### config.mk
export PLATFORM = sky130hd
export DESIGN_NAME = rr_multi_issue_selector
export DESIGN_NICKNAME = d
export VERILOG_FILES = /design/src/rtl/rr_multi_issue_selector.sv
export SDC_FILE = /design/constraint.sdc
export NUM_CORES = 1
export LEC_CHECK = 0
export ABC_AREA = 1
export CAP_MARGIN = 20
export CORE_ASPECT_RATIO = 1.4
export CORE_MARGIN = 2
export CORE_UTILIZATION = 41
export CTS_BUF_LIST = sky130_fd_sc_hd__clkbuf_8
export DETAILED_ROUTE_END_ITERATION = 6
export GPL_TIMING_DRIVEN = 0
export PLACE_DENSITY = 0.66
export SETUP_SLACK_MARGIN = 0.5
export SLEW_MARGIN = 10
export SYNTH_ARGS = -nofsm -noshare
export SYNTH_HDL_FRONTEND = slang
export SYNTH_SLANG_ARGS = --single-unit
### constraint.sdc
create_clock -name clock -period 15.3 [get_ports clock]
set_input_delay 4.59 -clock clock [delete_from_list [all_inputs] [get_ports clock]]
set_output_delay 4.59 -clock clock [all_outputs]
set_load 0.1 [all_outputs]
### src/rtl/rr_multi_issue_selector.sv
// Multi-port issue selector: picks up to p_PORTS ready entries per cycle in rotating
// scan order from a registered priority pointer, with a fixed-priority mode when p_RR=0.
module rr_multi_issue_selector #(
    parameter int p_SIZE  = 8,
    parameter int p_PORTS = 2,
    parameter int p_RR    = 1,
    parameter int p_PTR_W = $clog2(p_SIZE)
) (
    input  logic                         clock,
    input  logic                         reset,
    input  logic                         enable,
    input  logic [p_SIZE-1:0]            req,
    input  logic [p_PORTS-1:0]           port_ready,
    output logic [p_PORTS*p_SIZE-1:0]    gnt_bus,
    output logic [p_PORTS-1:0]           gnt_valid,
    output logic [p_SIZE-1:0]            load,
    output logic [$clog2(p_PORTS+1)-1:0] num_granted,
    output logic [p_PTR_W-1:0]           ptr
);

    localparam int NG_W = $clog2(p_PORTS+1);
    localparam logic [p_PTR_W:0] SIZE_X = (p_PTR_W+1)'(p_SIZE);

    logic [p_SIZE-1:0]                req_rot;
    logic [p_PORTS-1:0][NG_W-1:0]     port_rank;
    logic [p_PORTS-1:0][p_SIZE-1:0]   gnt_rot;
    logic [p_PORTS-1:0][p_SIZE-1:0]   gnt_arr;
    logic [p_PTR_W-1:0]               last_rot;
    logic [p_PTR_W-1:0]               ptr_next;
    logic                             any_gnt;

    // Rotate so that index 0 of req_rot is the entry at ptr; scan order is then ascending.
    assign req_rot = p_SIZE'({req, req} >> ptr);

    // Handshake: port_ready[k]=1 means port k accepts a grant this cycle; a grant is
    // issued (gnt_valid[k]=1) only in such a cycle, and is not held or registered.
    always_comb begin : rank_calc
        int r;
        r = 0;
        port_rank = '0;
        for (int k = 0; k < p_PORTS; k++) begin
            port_rank[k] = NG_W'(r);
            if (port_ready[k]) r++;
        end
    end

    // The j-th requesting entry in scan order goes to the ready port of rank j.
    always_comb begin : select
        int   cnt;
        logic hit;
        cnt      = 0;
        hit      = 1'b0;
        gnt_rot  = '0;
        last_rot = '0;
        for (int i = 0; i < p_SIZE; i++) begin
            if (enable && req_rot[i]) begin
                hit = 1'b0;
                for (int k = 0; k < p_PORTS; k++) begin
                    if (port_ready[k] && int'(port_rank[k]) == cnt) begin
                        gnt_rot[k][i] = 1'b1;
                        hit           = 1'b1;
                    end
                end
                if (hit) begin
                    cnt++;
                    last_rot = p_PTR_W'(i);
                end
            end
        end
        num_granted = NG_W'(cnt);
    end

    always_comb begin : unrotate
        logic [2*p_SIZE-1:0] dbl;
        dbl     = '0;
        gnt_arr = '0;
        for (int k = 0; k < p_PORTS; k++) begin
            dbl        = {gnt_rot[k], gnt_rot[k]} << ptr;
            gnt_arr[k] = dbl[2*p_SIZE-1:p_SIZE];
        end
    end

    always_comb begin : outputs
        load      = '0;
        gnt_valid = '0;
        for (int k = 0; k < p_PORTS; k++) begin
            load         = load | gnt_arr[k];
            gnt_valid[k] = |gnt_arr[k];
        end
    end

    assign gnt_bus = gnt_arr;
    assign any_gnt = |gnt_valid;

    always_comb begin : next_ptr
        logic [p_PTR_W:0] sum;
        sum = {1'b0, ptr} + {1'b0, last_rot} + (p_PTR_W+1)'(1);
        if (sum >= SIZE_X) sum = sum - SIZE_X;
        ptr_next = sum[p_PTR_W-1:0];
    end

    always_ff @(posedge clock or negedge reset) begin
        if (!reset) begin
            ptr <= '0;
        end else if (p_RR != 0 && any_gnt) begin
            ptr <= ptr_next;
        end
    end

endmodule

==> results_dict.tcl <==
set metrics [dict create \
    vias 3556 \
    drt-initial-drc-count 266 \
    worst-endpoint-required_ns 10.71 \
    cts_sinks 3 \
    cap_viol_max_count 0 \
    rrSetupSlack_ns 8.08 \
    hold_class "flop to flop" \
    drt-pass1-iter-count 7 \
    end_kind "primary output" \
    track_usage_pct 30.7 \
    synth_area_per_cell_sq_um 5.44 \
    wl_per_cell_um 18.0 \
    clock_path_buffers 2 \
    startpoint_type "primary input" \
    fin_crit_ns 14.84 \
    cts_tree "done" \
    ys_warn_count 0 \
    maxSlewHeadroom_pct 35.4 \
    vias_per_cell 5.81 \
    synthFlopType "dfrtp_1" \
    setup_ws_ns 0.460 \
    place_area_sq_mm 0.00282 \
    drtAntennaViolNets 0 \
    top_regs "ptr x3" \
    start_util_pct 42.9 \
    dieArea_sq_mm 0.00606 \
    largest_reg_flops 3 \
    syn_to_final_growth_pct 86.4 \
    endpoint "gnt_valid[0]" \
    startpoint "req[3]" \
    die_w_um 66.3 \
    grt_pass1_vias 3335 \
    design_area_sq_mm 0.00416 \
    grt_first_pass_wirelength_um 14900 \
    fin_crit_sh_pct 97.0 \
    grt_remaining_overflow 0 \
    crit_type "primary input to primary output" \
    worst_pin_slew_ns 0.966 \
    port_buffers 42 \
    regMostFlops "ptr" \
    crit_arrival_ns 10.25 \
    ctsRootBufferMaster "clkbuf_8" \
    drive_above_1_share_pct 57.0 \
    finClkSkew_ns 0.00264 \
    crit_fanout 6 \
    antenna_found_initial 0 \
    seq_area_frac_synth_pct 3.37 \
    drc_errors 0 \
    rr_worst_depth 49 \
    r2r-start "ptr[0]" \
    pre_cts_slack_ns -1.54 \
    status "finished clean" \
    max_freq_mhz 67.4 \
    cpPeakStageDelay_ns 0.26 \
    cp_common_cell "buf_4" \
    post-route-util_pct 80.0 \
    num_rows 31 \
    core_area_sq_mm 0.00520 \
    io_pins 44 \
    h-tree-depth 1 \
    syn_inst 410 \
    fin_cells 612 \
    numCtsBuffers 3 \
    hpwl_um 5820 \
    synth-edff-count 0 \
    place_inst 518 \
    hold_violations 0 \
    clkSlewWorstSetupHoldPaths_ns 0.03 \
    slew_viol_final 0 \
    worstSkewPairLatency_ns 0.22 \
    die_h_um 91.3 \
    postRouteWirelength_um 11000 \
    synth_area_sq_mm 0.00223 \
    n_antenna_cell 0 \
    crit-reg2reg-capture "ptr[2]" \
    syn_nets 434 \
    final_net_count 571 \
    synthDistinctLibCells 41 \
    postSynth.asyncResetShare_pct 100 \
    report.final.setup_viol 0 \
    ys_seq_elements 3 \
    crit_slowest_cell "a21oi_4" \
    place_congestion 0.889 \
    grt_max_degree 11 \
    rsz0062_at_grt "no" \
]
synthesized netlist by cell type, types with 6 or more instances:
cell type / instances / area [sq um]
buf_2: 10 / 50.1
ha_1: 10 / 125
inv_1: 45 / 169
nand2_1: 137 / 514
nand2_2: 16 / 100
nand2_4: 6 / 67.6
nand3_1: 53 / 265
nand3_2: 9 / 90.1
nand4_1: 6 / 37.5
nor2_1: 23 / 86.3
nor2_2: 9 / 56.3
o21ai_0: 21 / 105
what timing repair did:
action | CTS | global route
hold buffers | 0 | 0
setup endpoints to repair | 28 | 28
setup buffers | 69 | 21
pin swaps | 50 | 70
gates resized for setup | 236 | 135
routing by layer:
layer,vias to the layer above,wire (um),track usage [%]
li1,1608,-,-
met1,1602,3780,30.5
met2,250,5630,55.8
met3,96,740,3.59
met4,0,889,22.6
met5,-,0,0
cells in the final DEF (no fill, tap or decap), types with 15 or more instances in the layout:
cell | Yosys | layout
buf_4 | 0 | 99
nand2_1 | 137 | 93
nand2_2 | 16 | 43
inv_1 | 45 | 34
nand3_1 | 53 | 28
nand3_2 | 9 | 26
nand2_4 | 6 | 20
buf_2 | 10 | 18
nor2_1 | 23 | 18
o21ai_0 | 21 | 15
worst max-delay path: cells and delay by family:
| kind | cells | cell delay (ns) |
|---|---|---|
| adders and majority gates | 1 | 0.19 |
| AOI/OAI and AO/OA | 3 | 0.46 |
| xor gates and xnor gates | 1 | 0.16 |
| buffers and inverters | 22 | 2.63 |
| and+or+nand+nor | 20 | 2.21 |
worst min-delay path by stage:
stage,start,endpoint,slack (ns),cells past startpoint
6_report,ptr[0],ptr[0],1.14,5
5_1_grt,ptr[0],ptr[0],1.16,5
4_1_cts,ptr[0],ptr[0],1.10,5
3_5_place_dp,ptr[0],ptr[0],1.09,5
3_3_place_gp,ptr[0],ptr[0],1.09,5
2_1_floorplan,ptr[0],ptr[0],1.46,5
cell type report:
| cell class | count | area, sq um |
|---|---|---|
| inverters | 49 | 210 |
| clock inverters | 1 | 3.75 |
| clock buffers | 3 | 41.3 |
| plain buffers | 18 | 110 |
| repair buffers | 132 | 1100 |
| fillers | 358 | 1040 |
| flip-flops and latches | 3 | 75.1 |
| well taps | 66 | 82.6 |
| multi-input cells | 340 | 2540 |
stage by stage:
step                hold WS (ns)  TNS [ns]
global route                1.16         0
CTS                         1.10         0
detailed placement          1.09    -33.13
floorplan                   1.46         0
global placement            1.09    -32.23
finish                      1.14         0
kinds of logic after synthesis:
kind of cell	after synthesis	share of synthesized area [%]
buffers and inverters	67	13.2
DFF	3	3.37
adders and majority gates	11	6.51
muxes	2	0.897
and+or+nand+nor	280	61.7
xor gates and xnor gates	3	1.85
AOI/OAI and AO/OA	44	12.5
Power is left out: the tool's default activity adds up to more than one toggle a clock period on the data nets, which glitch-free logic cannot reach.
